### config.mk
export PLATFORM = sky130hd
export DESIGN_NAME = alu_add_arbiter
export DESIGN_NICKNAME = d
export VERILOG_FILES = /design/src/rtl/alu_add_arbiter.sv
export SDC_FILE = /design/constraint.sdc
export NUM_CORES = 1
export LEC_CHECK = 0
export CORE_AREA = 2 2 163 165
export DETAILED_ROUTE_END_ITERATION = 10
export DIE_AREA = 0 0 165 167
export PLACE_DENSITY_LB_ADDON = 0.2
export SKIP_LAST_GASP = 1
export SYNTH_ARGS = -nofsm -noshare
export SYNTH_HDL_FRONTEND = slang
export SYNTH_SLANG_ARGS = --single-unit
export TNS_END_PERCENT = 10
### constraint.sdc
create_clock -name clk -period 13.4 [get_ports clk]
set_input_delay 2.68 -clock clk [delete_from_list [all_inputs] [get_ports clk]]
set_output_delay 2.68 -clock clk [all_outputs]
set_load 0.01 [all_outputs]
### src/rtl/alu_add_arbiter.sv
// -----------------------------------------------------------------------------
// alu_add_arbiter
//
// Round-robin arbiter that shares a single alu_add datapath between NUM_REQ
// requesters. Each operation takes at least three cycles:
//   1. accept: one requester is granted and its operands are latched,
//   2. execute: the ALU is enabled and its result is registered,
//   3. respond: the result is held until the consumer takes it.
// The round-robin pointer advances only when a response is handed off.
//
// Parameters
//   NUM_REQ    number of requesters (2..8)
//   ID_W       width of the requester index
//
// Ports
//   clk        clock, rising edge
//   rst        asynchronous active-high reset
//   req_valid  per-requester request
//   req_ready  one-hot grant, only ever high in IDLE
//   req_a/b    packed 32-bit operands, requester i at [32i+31:32i]
//   req_op     packed 4-bit opcodes, requester i at [4i+3:4i]
//   alu_a/b    latched operands to the ALU
//   alu_opcode latched opcode to the ALU
//   alu_en     ALU enable, high in EXEC only
//   alu_result combinational ALU result
//   resp_valid response available (RESP state)
//   resp_ready consumer accepts the response
//   resp_id    index of the requester that owns the response
//   resp_data  registered ALU result
//   resp_err   latched opcode was outside 0..3
//   busy       high whenever the block is not idle
// -----------------------------------------------------------------------------
module alu_add_arbiter #(
    parameter int NUM_REQ = 4,
    parameter int ID_W    = $clog2(NUM_REQ)
) (
    input  logic                  clk,
    input  logic                  rst,
    input  logic [NUM_REQ-1:0]    req_valid,
    output logic [NUM_REQ-1:0]    req_ready,
    input  logic [NUM_REQ*32-1:0] req_a,
    input  logic [NUM_REQ*32-1:0] req_b,
    input  logic [NUM_REQ*4-1:0]  req_op,
    output logic [31:0]           alu_a,
    output logic [31:0]           alu_b,
    output logic [3:0]            alu_opcode,
    output logic                  alu_en,
    input  logic [31:0]           alu_result,
    output logic                  resp_valid,
    input  logic                  resp_ready,
    output logic [ID_W-1:0]       resp_id,
    output logic [31:0]           resp_data,
    output logic                  resp_err,
    output logic                  busy
);

    localparam logic [1:0] ST_IDLE = 2'd0;
    localparam logic [1:0] ST_EXEC = 2'd1;
    localparam logic [1:0] ST_RESP = 2'd2;

    logic [1:0]      state_q;
    logic [ID_W-1:0] rr_ptr_q;
    logic [31:0]     a_q;
    logic [31:0]     b_q;
    logic [3:0]      op_q;
    logic [ID_W-1:0] id_q;
    logic [31:0]     data_q;
    logic            err_q;

    logic            grant_found;
    logic [ID_W-1:0] grant_idx;
    logic [31:0]     sel_a;
    logic [31:0]     sel_b;
    logic [3:0]      sel_op;
    logic [ID_W-1:0] next_ptr;

    // Scan from rr_ptr upward, wrapping, and keep the first valid requester.
    always_comb begin
        int cand;
        logic [ID_W-1:0] cand_idx;
        grant_found = 1'b0;
        grant_idx   = '0;
        cand        = 0;
        cand_idx    = '0;
        for (int k = 0; k < NUM_REQ; k++) begin
            cand = int'(rr_ptr_q) + k;
            if (cand >= NUM_REQ) begin
                cand = cand - NUM_REQ;
            end
            cand_idx = ID_W'(cand);
            if (!grant_found && req_valid[cand_idx]) begin
                grant_found = 1'b1;
                grant_idx   = cand_idx;
            end
        end
    end

    // Operand mux for the granted requester.
    always_comb begin
        sel_a  = '0;
        sel_b  = '0;
        sel_op = '0;
        for (int k = 0; k < NUM_REQ; k++) begin
            if (grant_idx == ID_W'(k)) begin
                sel_a  = req_a[32*k +: 32];
                sel_b  = req_b[32*k +: 32];
                sel_op = req_op[4*k +: 4];
            end
        end
    end

    always_comb begin
        if (id_q == ID_W'(NUM_REQ - 1)) begin
            next_ptr = '0;
        end else begin
            next_ptr = id_q + ID_W'(1);
        end
    end

    always_ff @(posedge clk or posedge rst) begin
        if (rst) begin
            state_q  <= ST_IDLE;
            rr_ptr_q <= '0;
            a_q      <= '0;
            b_q      <= '0;
            op_q     <= '0;
            id_q     <= '0;
            data_q   <= '0;
            err_q    <= 1'b0;
        end else begin
            case (state_q)
                ST_IDLE: begin
                    if (grant_found) begin
                        a_q     <= sel_a;
                        b_q     <= sel_b;
                        op_q    <= sel_op;
                        id_q    <= grant_idx;
                        state_q <= ST_EXEC;
                    end
                end
                ST_EXEC: begin
                    data_q  <= alu_result;
                    err_q   <= (op_q > 4'd3);
                    state_q <= ST_RESP;
                end
                ST_RESP: begin
                    if (resp_ready) begin
                        rr_ptr_q <= next_ptr;
                        state_q  <= ST_IDLE;
                    end
                end
                default: state_q <= ST_IDLE;
            endcase
        end
    end

    // Control outputs are gated by rst so they read 0 while reset is held,
    // even though the state register already sits in IDLE.
    always_comb begin
        for (int k = 0; k < NUM_REQ; k++) begin
            req_ready[k] = !rst && (state_q == ST_IDLE) && grant_found
                           && (grant_idx == ID_W'(k));
        end
    end

    assign alu_a      = a_q;
    assign alu_b      = b_q;
    assign alu_opcode = op_q;
    assign alu_en     = !rst && (state_q == ST_EXEC);
    assign resp_valid = !rst && (state_q == ST_RESP);
    assign busy       = !rst && (state_q != ST_IDLE);
    assign resp_id    = id_q;
    assign resp_data  = data_q;
    assign resp_err   = err_q;

endmodule

# == Word-level counts from Yosys, hierarchy flattened ==
# Index checks and enable logic that the tools add are counted.
# totals
output_inout_bits,110
word_cells,91
ff_bits,107
in_bits,311
# op_classes
reduce_logical,22
mux,36
add_sub_neg,8
n_eq_ne,8
order_cmp,9
# ops
operator,count
2-to-1 mux 32 bit,8
2-to-1 mux 2 bit,11
2-to-1 mux 4 bit,4
logical AND 1 bit,12
less-than comparator 2 x 3 -> 1 bit (second input constant),4
greater-or-equal comparator 3 bit (second input constant),3
binary-select mux 1 bit (select 2 bit),4
== test 2 bit (second input constant),4
2-to-1 mux 1 bit,8
subtractor 2 x 1 -> 2 bit (second input constant),4
adder 2 x 2 -> 3 bit (second input constant),2
one-hot mux 2 bit (3 select lines),1
AND reduction 2 bit,3
== test 2 x 1 -> 1 bit (second input constant),2
> comparator 4 x 2 -> 1 bit (second input constant),1
zero test 1 bit,4
zero test 2 bit,2
inequality test 2 bit (second input constant),2
adder 2 x 1 -> 3 bit (second input constant),1
greater-or-equal comparator 2 x 3 -> 1 bit (second input constant),1
adder 2 x 1 -> 2 bit (second input constant),1
nonzero test 2 bit,1

# == Depth between registers and ports, before layout ==
# depth
ltp_word,19
mapped_depth,7
mapped_depth_nobuf,5

# == Worst setup path after synthesis ==
# Ideal clock, no wire load.
# synth_path
path_type,input -> output
from,in rst
to,out req_ready[0]
setup_slack_ps,5337
n_path_buf,0
arrival_ps,5383
stages,3
path_cell_list,inv_1 > nand2_1 > nor2_1
# synth_between
elab_chain_cells,4
# synth_lines
element,line,text
start: declaration,38,"input logic rst,"
zero test 1 bit,161,req_ready[k] = !rst && (state_q == ST_IDLE) && grant_found
logical AND 1 bit (2 in series),161,
logical AND 1 bit,162,&& (grant_idx == ID_W'(k));
end: declaration,40,"output logic [NUM_REQ-1:0] req_ready,"
# Every way passes these cells.

# == Worst setup path after layout ==
# layout_path
from,in req_valid[0]
to,out req_ready[2]
# layout_between
elab_chain_cells,14
word_cells_on_any_way,25
cone_classes,eq/ne (1); mux (16); reduce/logical (8)
# layout_lines
element,line,text
start: declaration,39,"input logic [NUM_REQ-1:0] req_valid,"
binary-select mux 1 bit (select 2 bit),91,if (!grant_found && req_valid[cand_idx]) begin
2-to-1 mux 1 bit (implied by the code),91,
2-to-1 mux 1 bit,91,
zero test 1 bit,91,
logical AND 1 bit,91,
2-to-1 mux 1 bit,91,
zero test 1 bit,91,
logical AND 1 bit,91,
2-to-1 mux 1 bit,91,
zero test 1 bit,91,
logical AND 1 bit,91,
2-to-1 mux 2 bit / 2-to-1 mux 1 bit (equally long branches),91,
== test 2 bit / logical AND 1 bit (equally long branches),"162, 161",
logical AND 1 bit *,162,
# Every way passes the cells marked *; elsewhere a longest branch is shown, timed or not. The select of a mux whose other input is x is not followed.

==> metrics.txt <==
Final nets=between 1,000 and 1,500; PostCTS Resize Cnt=0; Sw Ratio=39.2%; CP max stage cell=o221ai_4; CP endpoint kind=primary output; Worst EP arrival=5.68 ns; vias per cell=about 4.5; VDD IR-drop max=~110 uV; TNS Setup=0 ns; fmax=~120 MHz; Die W=165 um; period utilization=between 60% and 70%; CTS Sinks=roughly 110; final worst slack=between 5 and 6 ns; dominant cell type by count on the critical path=clkdlybuf4s50_1; critical path required time=around 11 ns; Setup CP Type=in -> out; RSZ-0062 raised after global routing=false; clock slew at reported path FFs=~0.080 ns; first-pass GRT wire length=around 35,000 um; Ant. Diodes=0; later-pin clock latency in the skew report=about 0.36 ns; postcts setup bufs=0; Layout area overhead=77.1%; R2R Setup Slk=about 10 ns; commonest non-fill, non-tap cell in the layout=clkdlybuf4s50_1; status=complete, no violations; Mean Syn Cell Area=approximately 13 sq um; worst slew pin tran=approximately 0.92 ns; Syn Inst Count=about 490; slowest stage delay, CP=approximately 0.73 ns; Crit path max-delay family=buffers and inverters; Post-DP HPWL=between 15,000 and 20,000 um; simple-gate share of the synthesized area=6.06%; Net Sw Power=~0.00084 W; Combinational Power Share=roughly three fifths; WL/cell=around 19 um; Distinct cells, synth=28; Chip Height=around 170 um; DR DRC count=0; largest net degree at the start of global routing=74; WHS=between 0.4 and 0.5 ns; initial antenna violation count=0; Root Driver=clkbuf_16; CTS Buf Count=9; mux cell area share after synthesis=between 20% and 30%; Compound-Gate Fraction of Synth Area=between 15 and 20%; Final Hold Vio Count=0; initial core utilization=between 20% and 30%; placed cell count=between 1,000 and 1,500; number of global-route vias before repair=roughly 6,000; Synth Cell Area=about 6200 sq um; #FFs+latches synth=around 110; Synth Area in Adders=0.203%; worst path bufs/invs=3; share of cells above drive strength 1=between 10 and 15%; register area share after synthesis=43.3%; CTS tree=built; Core Util, Final=between 40 and 50%; IO Pins=between 400 and 500; DRT iter0 DRCs=between 200 and 250; core area=25,800 sq um; Setup-failing EPs final=0; All-Layer GR Usage=between 10% and 20%; maxcap violations=0; Synth warnings=0; Slew HR=38.8%; dpl ws=just over 5 ns; gpl congestion=approximately 0.78; Port Buffers=420; crit path launch type=primary input; crit-path max FO=38; most frequent cells in the layout=clkdlybuf4s50_1 (420), mux2i_1 (137), dfrtp_1 (107); Vias=5,559; Clk pwr share=~13%; power per cell area=a little under 200 nW/um^2; Clock Skew=0.0108 ns; Seq pwr share=between 20% and 30%; Final Instance Count excl. Fillers=roughly 1,200; Leak Pwr=between 4 and 5 nW; Routed Antenna Nets=0; CTS Buffer Depth=2; H-tree depth=3; Tmin final=~8.4 ns; critical-path cell list=clkdlybuf4s50_1 -> a21boi_1 -> o221ai_4 -> buf_4 -> nand2_1 -> nor2_1 -> clkdlybuf4s50_1; gr ovfl total=0; HP Class=reg -> reg; row count=59; synthesized net count=805; die area=approximately 28,000 sq um; XOR/XNOR Fraction of Synth Area=0%; cts hold-fix bufs=0; Slew Limit Fails=0; Pint=approximately 0.0013 W; Detailed Routing Iterations Pass 1=4; Post-Route WL=around 24,000 um; largest family of logic cells by synthesized area=multiplexers
-- flip-flops by register name, indices dropped and copies added (netlist names) --
register	cells
resp_id	2
alu_opcode	4
rr_ptr_q	2
alu_b	32
state_q	2
resp_data	32
resp_err	1
alu_a	32
-- metal layers --
| metal | track usage [%] | part of all wire (%) | vias up |
|---|---|---|---|
| met1 | 19.2 | 38 | 2645 |
| met5 | 0 | 0 | - |
| met3 | 6.58 | 10 | 13 |
| met2 | 29.5 | 50 | 243 |
| li1 | - | - | 2658 |
| met4 | 3.33 | 1.1 | 0 |
-- power groups by stage --
stage / clock, W / combinational, W / sequential, W
after global routing: 0.000315 / 0.00137 / 0.000618
final: 0.000289 / 0.00127 / 0.000594
after floorplan: 0 / 0.000665 / 0.000648
after CTS: 0.000304 / 0.00130 / 0.000599
after global placement: 0 / 0.00129 / 0.000602
after detailed placement: 0 / 0.00129 / 0.000601
-- path summary, 6_finish.rpt --
| path | startpoint | to | depth (start not counted) |
|---|---|---|---|
| min in group asynchronous | rst | resp_id[1] | 2 |
| worst max register to register | state_q[0] | alu_a[11] | 5 |
| worst min-delay path | resp_err | resp_err | 2 |
| worst max-delay path | req_valid[0] | req_ready[2] | 7 |
| worst min register to register | resp_err | resp_err | 2 |
| max in group asynchronous | rst | resp_data[4] | 3 |
-- logic make-up after synthesis --
group / count (synthesis)
muxes: 170
DFF: 107
and+or+nand+nor: 92
AOI/OAI and AO/OA: 78
buffers and inverters: 45
adders and majority gates: 1
-- layout make-up --
| type | count | area, sq um |
|---|---|---|
| fillers | 2471 | 14800 |
| repair buffers | 428 | 4260 |
| multi-input cells | 341 | 3250 |
| flip-flops and latches | 107 | 2680 |
| well taps | 335 | 419 |
| clock buffers | 10 | 229 |
| clock inverters | 6 | 83.8 |
| inverters | 3 | 13.8 |
-- cells in the mapped netlist --
cell | n | share of area, %
mux2i_1 | 137 | 22
or3b_1 | 1 | 0.14
o31ai_1 | 1 | 0.12
nand2_1 | 74 | 4.5
o21ai_0 | 3 | 0.24
inv_1 | 3 | 0.18
or3_1 | 1 | 0.10
buf_4 | 7 | 0.85
buf_6 | 8 | 1.5
mux2_2 | 33 | 6.0
o221ai_2 | 68 | 17
nor4_1 | 1 | 0.10
buf_1 | 1 | 0.061
clkbuf_4 | 4 | 0.49
nor2_1 | 7 | 0.43
a2bb2oi_1 | 1 | 0.14
a311oi_1 | 1 | 0.14
a21boi_1 | 1 | 0.12
nor3_1 | 2 | 0.16
ha_1 | 1 | 0.20
nand2b_1 | 4 | 0.41
clkbuf_1 | 9 | 0.55
buf_2 | 13 | 1.1
a21oi_1 | 1 | 0.081
o21ai_1 | 2 | 0.16
nor2b_1 | 1 | 0.10
nand3b_1 | 1 | 0.12
dfrtp_1 | 107 | 43
-- worst min-delay path: cells and delay by family, from the launching register on --
family,cells,cell delay (ns)
simple gates,1,0.04
flops,1,0.35
compound gates,1,0.06
-- through the flow --
stage / total power [W] / area (sq um)
after detailed placement: 0.00190 / 10600
after global placement: 0.00189 / 10600
final: 0.00215 / 10900
after floorplan: 0.00131 / 6180
after CTS: 0.00220 / 10900
after global routing: 0.00230 / 10900
(Power assumes the default switching activity.)
